<file path="config.mk">
export PLATFORM = sky130hd
export DESIGN_NAME = subleq_dump_unit_flat
export DESIGN_NICKNAME = d
export VERILOG_FILES = /design/src/rtl/subleq_dump_unit_pkg.sv /design/src/rtl/subleq_dump_unit_if.sv /design/src/rtl/subleq_dump_unit_fifo.sv /design/src/rtl/subleq_dump_unit.sv /design/src/flat_wrapper.sv
export SDC_FILE = /design/constraint.sdc
export NUM_CORES = 1
export LEC_CHECK = 0
export ABC_CLOCK_PERIOD_IN_PS = 4200
export CAP_MARGIN = 20
export CORE_AREA = 3 3 135 111
export CTS_BUF_LIST = sky130_fd_sc_hd__clkbuf_2
export CTS_CLUSTER_SIZE = 12
export DETAILED_ROUTE_END_ITERATION = 16
export DIE_AREA = 0 0 138 114
export GPL_ROUTABILITY_DRIVEN = 0
export HOLD_SLACK_MARGIN = 0.02
export PLACE_DENSITY = 0.84
export SYNTH_ARGS = -nofsm -noshare
export SYNTH_HDL_FRONTEND = slang
export SYNTH_SLANG_ARGS = --single-unit
</file>
<file path="constraint.sdc">
create_clock -name clk -period 4.2 [get_ports clk]
set_input_delay 0.84 -clock clk [delete_from_list [all_inputs] [get_ports clk]]
set_output_delay 0.84 -clock clk [all_outputs]
set_load 0.02 [all_outputs]
</file>
<file path="src/rtl/subleq_dump_unit_pkg.sv">
// Shared types for the subleq dump unit: FSM state codes (also the debug
// encoding), dump cause codes and the header tag.
package subleq_dump_unit_pkg;

    typedef enum logic [2:0] {
        DBG_IDLE      = 3'd0,
        DBG_HDR_CAUSE = 3'd1,
        DBG_HDR_PC    = 3'd2,
        DBG_READ      = 3'd3,
        DBG_WAIT_MEM  = 3'd4,
        DBG_DRAIN     = 3'd5,
        DBG_DONE      = 3'd6
    } dump_state_t;

    typedef logic [1:0] cause_t;

    localparam cause_t     CAUSE_NONE   = 2'd0;
    localparam cause_t     CAUSE_MANUAL = 2'd1;
    localparam cause_t     CAUSE_BP     = 2'd2;
    localparam cause_t     CAUSE_HALT   = 2'd3;
    localparam logic [3:0] HDR_TAG      = 4'hD;

    // Simultaneous triggers collapse into one dump carrying the strongest cause.
    function automatic cause_t pick_cause(input logic halt, input logic bp, input logic manual);
        if (halt)        return CAUSE_HALT;
        else if (bp)     return CAUSE_BP;
        else if (manual) return CAUSE_MANUAL;
        else             return CAUSE_NONE;
    endfunction

endpackage

</file>
<file path="src/rtl/subleq_dump_unit_if.sv">
// Memory read port and output word channel of the dump unit.
// mem: req/addr are held from READ until the single-cycle mem_ack, data valid on the ack cycle.
// out: a word moves on a clock edge where out_req && out_ack; out_data is the stable FIFO head.
interface subleq_dump_unit_if #(
    parameter int WORD_SIZE = 16
);
    logic                 mem_req;
    logic                 mem_load;
    logic [WORD_SIZE-1:0] mem_addr;
    logic                 mem_ack;
    logic [WORD_SIZE-1:0] mem_data;
    logic                 out_req;
    logic [WORD_SIZE-1:0] out_data;
    logic                 out_ack;

    modport master (
        output mem_req, mem_load, mem_addr, out_req, out_data,
        input  mem_ack, mem_data, out_ack
    );

    modport slave (
        input  mem_req, mem_load, mem_addr, out_req, out_data,
        output mem_ack, mem_data, out_ack
    );
endinterface

</file>
<file path="src/rtl/subleq_dump_unit_fifo.sv">
// Small synchronous FIFO (power-of-two depth) with occupancy count.
// A push into a full FIFO is accepted when a pop happens in the same cycle.
module sync_fifo #(
    parameter int WIDTH = 16,
    parameter int DEPTH = 4
) (
    input  logic                     clk,
    input  logic                     rst,
    input  logic                     push,
    input  logic [WIDTH-1:0]         wdata,
    input  logic                     pop,
    output logic [WIDTH-1:0]         rdata,
    output logic                     full,
    output logic                     empty,
    output logic [$clog2(DEPTH):0]   count
);
    localparam int AW = $clog2(DEPTH);

    logic [WIDTH-1:0] store [DEPTH];
    logic [AW-1:0]    wptr;
    logic [AW-1:0]    rptr;
    logic             do_push;
    logic             do_pop;

    assign full    = (count == (AW+1)'(DEPTH));
    assign empty   = (count == '0);
    assign rdata   = store[rptr];
    assign do_pop  = pop && !empty;
    assign do_push = push && (!full || do_pop);

    always_ff @(posedge clk) begin
        if (rst) begin
            wptr  <= '0;
            rptr  <= '0;
            count <= '0;
        end else begin
            if (do_push) begin
                store[wptr] <= wdata;
                wptr        <= wptr + 1'b1;
            end
            if (do_pop) begin
                rptr <= rptr + 1'b1;
            end
            case ({do_push, do_pop})
                2'b10:   count <= count + 1'b1;
                2'b01:   count <= count - 1'b1;
                default: count <= count;
            endcase
        end
    end
endmodule

</file>
<file path="src/rtl/subleq_dump_unit.sv">
// On halt edge, PC breakpoint or manual request, freezes the subleq CPU and
// streams a cause/PC header plus an inclusive memory window to the output channel.
module subleq_dump_unit
    import subleq_dump_unit_pkg::*;
#(
    parameter int WORD_SIZE  = 16,
    parameter int NUM_BP     = 2,
    parameter int FIFO_DEPTH = 4
) (
    input  logic                        clk,
    input  logic                        areset,
    input  logic                        cpu_halt,
    input  logic                        cpu_fetch,
    input  logic [WORD_SIZE-1:0]        cpu_pc,
    output logic                        cpu_stall,
    input  logic                        dump_go,
    input  logic [WORD_SIZE-1:0]        dump_start,
    input  logic [WORD_SIZE-1:0]        dump_end,
    input  logic [NUM_BP*WORD_SIZE-1:0] bp_addr,
    input  logic [NUM_BP-1:0]           bp_en,
    subleq_dump_unit_if.master          bus,
    output logic                        busy,
    output logic                        done,
    output dump_state_t                 dbg_state
);
    localparam int CNT_W = $clog2(FIFO_DEPTH) + 1;

    dump_state_t          state;
    dump_state_t          state_next;
    logic                 halt_prev;
    cause_t               cause_q;
    logic [WORD_SIZE-1:0] pc_q;
    logic [WORD_SIZE-1:0] addr_q;
    logic [WORD_SIZE-1:0] end_q;

    logic                 bp_hit;
    logic                 halt_edge;
    logic                 trig;
    logic                 take_trig;
    logic                 addr_step;
    logic                 mem_req;
    logic                 fifo_push;
    logic [WORD_SIZE-1:0] fifo_wdata;
    logic                 fifo_pop;
    logic                 fifo_full;
    logic                 fifo_empty;
    logic [CNT_W-1:0]     fifo_count;
    logic                 out_req;

    always_comb begin
        bp_hit = 1'b0;
        for (int i = 0; i < NUM_BP; i++) begin
            if (bp_en[i] && (cpu_pc == bp_addr[i*WORD_SIZE +: WORD_SIZE])) begin
                bp_hit = 1'b1;
            end
        end
        bp_hit = bp_hit && cpu_fetch;
    end

    assign halt_edge = cpu_halt && !halt_prev;
    assign trig      = halt_edge || bp_hit || dump_go;

    // The breakpoint term is combinational so the fetch strobe cycle is already frozen.
    assign cpu_stall = (state != DBG_IDLE) || bp_hit;
    assign dbg_state = state;

    always_comb begin
        state_next = state;
        take_trig  = 1'b0;
        addr_step  = 1'b0;
        mem_req    = 1'b0;
        fifo_push  = 1'b0;
        fifo_wdata = '0;
        busy       = 1'b1;
        done       = 1'b0;
        case (state)
            DBG_IDLE: begin
                busy = 1'b0;
                if (trig) begin
                    take_trig  = 1'b1;
                    state_next = DBG_HDR_CAUSE;
                end
            end
            DBG_HDR_CAUSE: begin
                fifo_wdata = {HDR_TAG, {(WORD_SIZE-6){1'b0}}, cause_q};
                if (!fifo_full) begin
                    fifo_push  = 1'b1;
                    state_next = DBG_HDR_PC;
                end
            end
            DBG_HDR_PC: begin
                fifo_wdata = pc_q;
                if (!fifo_full) begin
                    fifo_push  = 1'b1;
                    state_next = (end_q < addr_q) ? DBG_DRAIN : DBG_READ;
                end
            end
            DBG_READ: begin
                // Only pushes come from this FSM, so a free slot now stays free until the ack.
                if (fifo_count < CNT_W'(FIFO_DEPTH)) begin
                    mem_req    = 1'b1;
                    state_next = DBG_WAIT_MEM;
                end
            end
            DBG_WAIT_MEM: begin
                mem_req    = 1'b1;
                fifo_wdata = bus.mem_data;
                if (bus.mem_ack) begin
                    fifo_push = 1'b1;
                    if (addr_q == end_q) begin
                        state_next = DBG_DRAIN;
                    end else begin
                        addr_step  = 1'b1;
                        state_next = DBG_READ;
                    end
                end
            end
            DBG_DRAIN: begin
                if (fifo_empty) begin
                    state_next = DBG_DONE;
                end
            end
            DBG_DONE: begin
                busy       = 1'b0;
                done       = 1'b1;
                state_next = DBG_IDLE;
            end
            default: begin
                busy       = 1'b0;
                state_next = DBG_IDLE;
            end
        endcase
    end

    always_ff @(posedge clk) begin
        if (areset) begin
            state <= DBG_IDLE;
        end else begin
            state <= state_next;
        end
    end

    always_ff @(posedge clk) begin
        if (areset) begin
            halt_prev <= 1'b0;
            cause_q   <= CAUSE_NONE;
            pc_q      <= '0;
            addr_q    <= '0;
            end_q     <= '0;
        end else begin
            halt_prev <= cpu_halt;
            if (take_trig) begin
                cause_q <= pick_cause(halt_edge, bp_hit, dump_go);
                pc_q    <= cpu_pc;
                addr_q  <= dump_start;
                end_q   <= dump_end;
            end else if (addr_step) begin
                addr_q <= addr_q + 1'b1;
            end
        end
    end

    assign out_req      = !fifo_empty;
    assign fifo_pop     = out_req && bus.out_ack;
    assign bus.out_req  = out_req;
    assign bus.mem_req  = mem_req;
    assign bus.mem_load = mem_req;
    assign bus.mem_addr = addr_q;

    sync_fifo #(
        .WIDTH (WORD_SIZE),
        .DEPTH (FIFO_DEPTH)
    ) u_fifo (
        .clk   (clk),
        .rst   (areset),
        .push  (fifo_push),
        .wdata (fifo_wdata),
        .pop   (fifo_pop),
        .rdata (bus.out_data),
        .full  (fifo_full),
        .empty (fifo_empty),
        .count (fifo_count)
    );
endmodule

</file>
<file path="src/flat_wrapper.sv">
// flat-port wrapper written by rule: the top's interface ports become plain ports
module subleq_dump_unit_flat import subleq_dump_unit_pkg::*;
#(
    parameter int WORD_SIZE  = 16,
    parameter int NUM_BP     = 2,
    parameter int FIFO_DEPTH = 4
)
  (clk, areset, cpu_halt, cpu_fetch, cpu_pc, cpu_stall, dump_go, dump_start, dump_end, bp_addr, bp_en, busy, done, dbg_state, bus_mem_req, bus_mem_load, bus_mem_addr, bus_out_req, bus_out_data, bus_mem_ack, bus_mem_data, bus_out_ack);
  subleq_dump_unit_if #(.WORD_SIZE(WORD_SIZE)) bus_i ();
  input  logic clk;
  input  logic areset;
  input  logic cpu_halt;
  input  logic cpu_fetch;
  input  logic [WORD_SIZE-1:0] cpu_pc;
  output logic cpu_stall;
  input  logic dump_go;
  input  logic [WORD_SIZE-1:0] dump_start;
  input  logic [WORD_SIZE-1:0] dump_end;
  input  logic [NUM_BP*WORD_SIZE-1:0] bp_addr;
  input  logic [NUM_BP-1:0] bp_en;
  output logic busy;
  output logic done;
  output dump_state_t dbg_state;
  output wire logic [$bits(bus_i.mem_req)-1:0] bus_mem_req;
  output wire logic [$bits(bus_i.mem_load)-1:0] bus_mem_load;
  output wire logic [$bits(bus_i.mem_addr)-1:0] bus_mem_addr;
  output wire logic [$bits(bus_i.out_req)-1:0] bus_out_req;
  output wire logic [$bits(bus_i.out_data)-1:0] bus_out_data;
  input wire logic [$bits(bus_i.mem_ack)-1:0] bus_mem_ack;
  input wire logic [$bits(bus_i.mem_data)-1:0] bus_mem_data;
  input wire logic [$bits(bus_i.out_ack)-1:0] bus_out_ack;
  assign bus_mem_req = bus_i.mem_req;
  assign bus_mem_load = bus_i.mem_load;
  assign bus_mem_addr = bus_i.mem_addr;
  assign bus_out_req = bus_i.out_req;
  assign bus_out_data = bus_i.out_data;
  assign bus_i.mem_ack = bus_mem_ack;
  assign bus_i.mem_data = bus_mem_data;
  assign bus_i.out_ack = bus_out_ack;
  subleq_dump_unit #(.WORD_SIZE(WORD_SIZE), .NUM_BP(NUM_BP), .FIFO_DEPTH(FIFO_DEPTH)) u_core (.clk(clk), .areset(areset), .cpu_halt(cpu_halt), .cpu_fetch(cpu_fetch), .cpu_pc(cpu_pc), .cpu_stall(cpu_stall), .dump_go(dump_go), .dump_start(dump_start), .dump_end(dump_end), .bp_addr(bp_addr), .bp_en(bp_en), .bus(bus_i), .busy(busy), .done(done), .dbg_state(dbg_state));
endmodule
</file>
==> out/metrics.json, run 1 <==
{
  "outcome": "finished clean",
  "grt_pass1_vias": 4898,
  "p_leak_uw": 0.002962,
  "grt_first_pass_wirelength_um": 25370,
  "p_int_uw": 2786,
  "die_h_um": 114,
  "net_switching_fraction_of_the_power": 0.4045,
  "drt_pass1_iterations": 5,
  "yosys.area_share.adder": 0.04781,
  "design.final.nets": 817,
  "worstSetupPathType": "in2out",
  "synth_top_cell_by_area": "sky130_fd_sc_hd__edfxtp_1",
  "achievable-frequency_mhz": 245.3,
  "timing.clock.skew_ns": 0.04032,
  "pin_count_of_the_biggest_net_entering_global_routing": 60,
  "floorplan.die.width_um": 138,
  "design.core.area_um2": 13600,
  "synth_mux_area_frac": 0.1118,
  "core.rowCount": 38,
  "grt-ovfl-total": 0,
  "timing.setup.tns_ns": 0,
  "initial_drc_count": 351,
  "crit_path_start_kind": "primary input",
  "yosys_warnings": 0,
  "power.sequential.fraction": 0.390,
  "clk-insertion-delay-late_ns": 0.69,
  "final_area_um2": 8004,
  "fin_ws_ns": 0.1226,
  "cts.sink_count": 127,
  "cts_root_buf": "sky130_fd_sc_hd__clkbuf_2",
  "synth_fp_nets": 676,
  "drive_gt1_frac": 0.09544,
  "synth-compound-area-share": 0.09745,
  "cp.required_ns": 3.36,
  "synth_seq_area_share": 0.5154,
  "post_synth_and_or_nand_nor_area_fraction": 0.1254,
  "floorplan.io_pins": 146,
  "drt.antenna.violating_nets": 0,
  "post-route-drc-count": 0,
  "clockPowerShare": 0.158,
  "numCtsBuffers": 17,
  "wire_per_inst_um": 18.16,
  "tightest_slew_ns": 0.8646,
  "ys_dominant_reg_cell": "sky130_fd_sc_hd__edfxtp_1",
  "grtUsageMet1": 0.2671,
  "dp_hpwl_um": 11950,
  "cts-root-to-sink-buffers": 2,
  "synthToLayoutAreaGrowth_pct": 29.60,
  "number_of_inserted_diodes": 0,
  "die-area_um2": 15730,
  "count_of_flip_flops_with_a_built_in_enable_after_synthesis": 64,
  "grtUsageTotal": 0.2037,
  "post-synth-top-count-cell": "sky130_fd_sc_hd__nor2_1",
  "endpoint_kind_of_the_worst_setup_timing_path": "output pin",
  "synthesis.instances": 548,
  "cts-hold-fix-buffers": 0,
  "min_period_over_period": 0.9708,
  "synth.top_cells.by_area": "sky130_fd_sc_hd__edfxtp_1 (31%), sky130_fd_sc_hd__dfxtp_1 (20%), sky130_fd_sc_hd__mux4_2 (5.8%), sky130_fd_sc_hd__mux2i_1 (5.3%), sky130_fd_sc_hd__ha_1 (4.5%)",
  "detailed_place.area_um2": 7765,
  "main_combinational_cell_family_by_area_after_synthesis": "simple AND/OR/NAND/NOR gates",
  "vias_per_cell": 5.413,
  "grtUsageMet3": 0.05532,
  "floorplan.initialDensity": 0.4542,
  "synthXorXnorAreaFrac": 0.06524,
  "synth-seq-cells": 127,
  "worst-path-max-fanout": 6,
  "period_needed_ns": 4.077,
  "synth_top_cells_by_count": "sky130_fd_sc_hd__nor2_1 (70), sky130_fd_sc_hd__edfxtp_1 (64), sky130_fd_sc_hd__dfxtp_1 (63), sky130_fd_sc_hd__mux2i_1 (33), sky130_fd_sc_hd__xor2_1 (27)",
  "cts_tree": "built",
  "global_route.peak_usage_layer": "met2",
  "timing.final.max_slew_violations": 0,
  "grt.met2_usage": 0.3388,
  "routed-via-count": 4774,
  "setup_viol": 0,
  "holdCritPathClass": "reg2reg",
  "initial_antenna_violation_count": 0,
  "ctsHtreeMaxLevel": 4,
  "max-vdd-ir-drop_mv": 0.3654,
  "finalHoldViolations": 0,
  "synth_async_sr_flop_share": 0,
  "switchingPower_uw": 1893,
  "setup_repair_after_global_routing_missed_its_margin": "no",
  "totalWireLength_um": 16020,
  "gate_power_share": 0.452,
  "cp_data_arrival_time_ns": 3.24,
  "synth.cell_area_um2": 6176,
  "avgSynthCellArea_um2": 11.27,
  "max_cap_violations": 0,
  "synth_top_cell_area_share": 0.3112,
  "clk_pin_slew_ns": 0.20,
  "dpl_worst_slack_ns": 0.1100,
  "synthDistinctLibCells": 43,
  "port_buffer_cells": 145,
  "slew_headroom": 0.4236,
  "power_density_nw_per_um2": 584.6
}
==> cells by family after synthesis <==
family / Yosys count
AOI/OAI and AO/OA: 87
xor gates and xnor gates: 46
adders and majority gates: 23
buffers and inverters: 52
DFF: 127
muxes: 49
and+or+nand+nor: 164
==> through the flow <==
step | utilization | hold WS (ns) | total power [uW] | std cells
final | 0.5886 | 0.5282 | 4679 | 882
after global routing | 0.5886 | 0.5784 | 4980 | 882
after detailed placement | 0.5710 | 0.4962 | 3959 | 850
after CTS | 0.5881 | 0.5385 | 4700 | 882
after global placement | 0.5710 | 0.4786 | 3871 | 850
after floorplan | - | 0.4552 | 3183 | 548
==> path summary, 6_finish.rpt <==
| path | start | end | depth (start not counted) | slack, ns |
|---|---|---|---|---|
| worst max-delay path | cpu_pc[8] | cpu_stall | 7 | 0.12 |
| worst min-delay path | u_core.pc_q[11]$_SDFFE_PP0P_ | u_core.pc_q[11]$_SDFFE_PP0P_ | 2 | 0.53 |
| worst max register to register | u_core.dbg_state[0]$_SDFFE_PP0P_ | u_core.u_fifo.count[2]$_SDFFE_PP0P_ | 9 | 1.32 |
| worst min register to register | u_core.pc_q[11]$_SDFFE_PP0P_ | u_core.pc_q[11]$_SDFFE_PP0P_ | 2 | 0.53 |
==> layout by cell type, fill, tap and decap left out, types with 2 or more instances in the layout <==
master                            synthesis  routed
sky130_fd_sc_hd__inv_6                    0       4
sky130_fd_sc_hd__o32a_1                   2       2
sky130_fd_sc_hd__o211ai_1                 3       3
sky130_fd_sc_hd__a21oi_1                 20      20
sky130_fd_sc_hd__xnor2_1                 19      19
sky130_fd_sc_hd__ha_1                    22      22
sky130_fd_sc_hd__inv_1                   23      23
sky130_fd_sc_hd__buf_4                    2       5
sky130_fd_sc_hd__or4_1                    2       2
sky130_fd_sc_hd__inv_8                    0       6
sky130_fd_sc_hd__and2_1                   7       7
sky130_fd_sc_hd__mux2i_1                 33      33
sky130_fd_sc_hd__a211oi_1                 4       4
sky130_fd_sc_hd__o21ai_0                 22      22
sky130_fd_sc_hd__clkdlybuf4s50_1          0     144
sky130_fd_sc_hd__xor2_1                  27      27
sky130_fd_sc_hd__nand2_1                 25      25
sky130_fd_sc_hd__clkinvlp_4               0       2
sky130_fd_sc_hd__nor2b_1                  5       5
sky130_fd_sc_hd__o311a_1                  2       2
sky130_fd_sc_hd__nor2_1                  70      70
sky130_fd_sc_hd__a211oi_2                 9       9
sky130_fd_sc_hd__nor3_1                  12      12
sky130_fd_sc_hd__and3_1                   2       2
sky130_fd_sc_hd__nor4_1                   7       6
sky130_fd_sc_hd__nand2b_1                 4       4
sky130_fd_sc_hd__nand3_1                  9       9
sky130_fd_sc_hd__a31oi_1                  3       3
sky130_fd_sc_hd__dfxtp_1                 63      63
sky130_fd_sc_hd__edfxtp_1                64      64
sky130_fd_sc_hd__nand4_1                  9       9
sky130_fd_sc_hd__a22oi_1                 17      17
sky130_fd_sc_hd__mux4_2                  16      16
sky130_fd_sc_hd__nand3b_1                 4       4
sky130_fd_sc_hd__or3_1                    6       6
sky130_fd_sc_hd__clkbuf_2                 0      17
==> flip-flops by register name, summed over array words and instances (netlist names), named ones only <==
signal / cells
u_core.u_fifo.rptr: 2
u_core.cause_q: 2
u_core.dbg_state: 3
u_core.u_fifo.wptr: 2
u_core.u_fifo.count: 3
u_core.bus.mem_addr: 16
u_core.pc_q: 16
u_core.end_q: 16
u_core.u_fifo.store: 64
u_core.halt_prev: 1
==> power by group through the flow <==
stage	Clock (uW)	Sequential, uW	Combinational, uW
final	739	1820	2120
after global routing	818	1860	2300
after floorplan	0	1820	1370
after CTS	753	1820	2120
after global placement	0	1830	2040
after detailed placement	0	1850	2110
==> per-layer routing <==
layer | part of all wire | vias up
li1 | - | 2280
met1 | 0.43 | 2244
met2 | 0.48 | 229
met3 | 0.082 | 21
met4 | 0.014 | 0
met5 | 0 | -
==> cell type report <==
type	count	area, um^2
well taps	180	225.2
repair buffers	151	1504
flip-flops and latches	127	3183
fillers	1104	5594
multi-input cells	369	2773
clock inverters	15	147.6
inverters	23	86.33
clock buffers	17	85.08
==> worst max-delay path: stages <==
cell and delay, ns:
sky130_fd_sc_hd__clkdlybuf4s50_1 0.47, sky130_fd_sc_hd__xor2_1 0.20, sky130_fd_sc_hd__nor4_2 0.33, sky130_fd_sc_hd__nand4_1 0.13, sky130_fd_sc_hd__o32a_1 0.46, sky130_fd_sc_hd__nand2_1 0.18
sky130_fd_sc_hd__clkdlybuf4s50_1 0.62
==> timing repair <==
item | CTS | global route
endpoints found under the setup margin | 0 | 1
resized for setup | 0 | 1
endpoints found under the hold margin | 0 | 0
setup buffers | 0 | 0
Note: power is estimated with default switching activity, not from simulation.
==> inputs of run 2 (changes only) <==
- CAP_MARGIN: 20 -> default
==> results of run 2 <==
No change in the layout: final DEF, timing and power equal those of run 1.
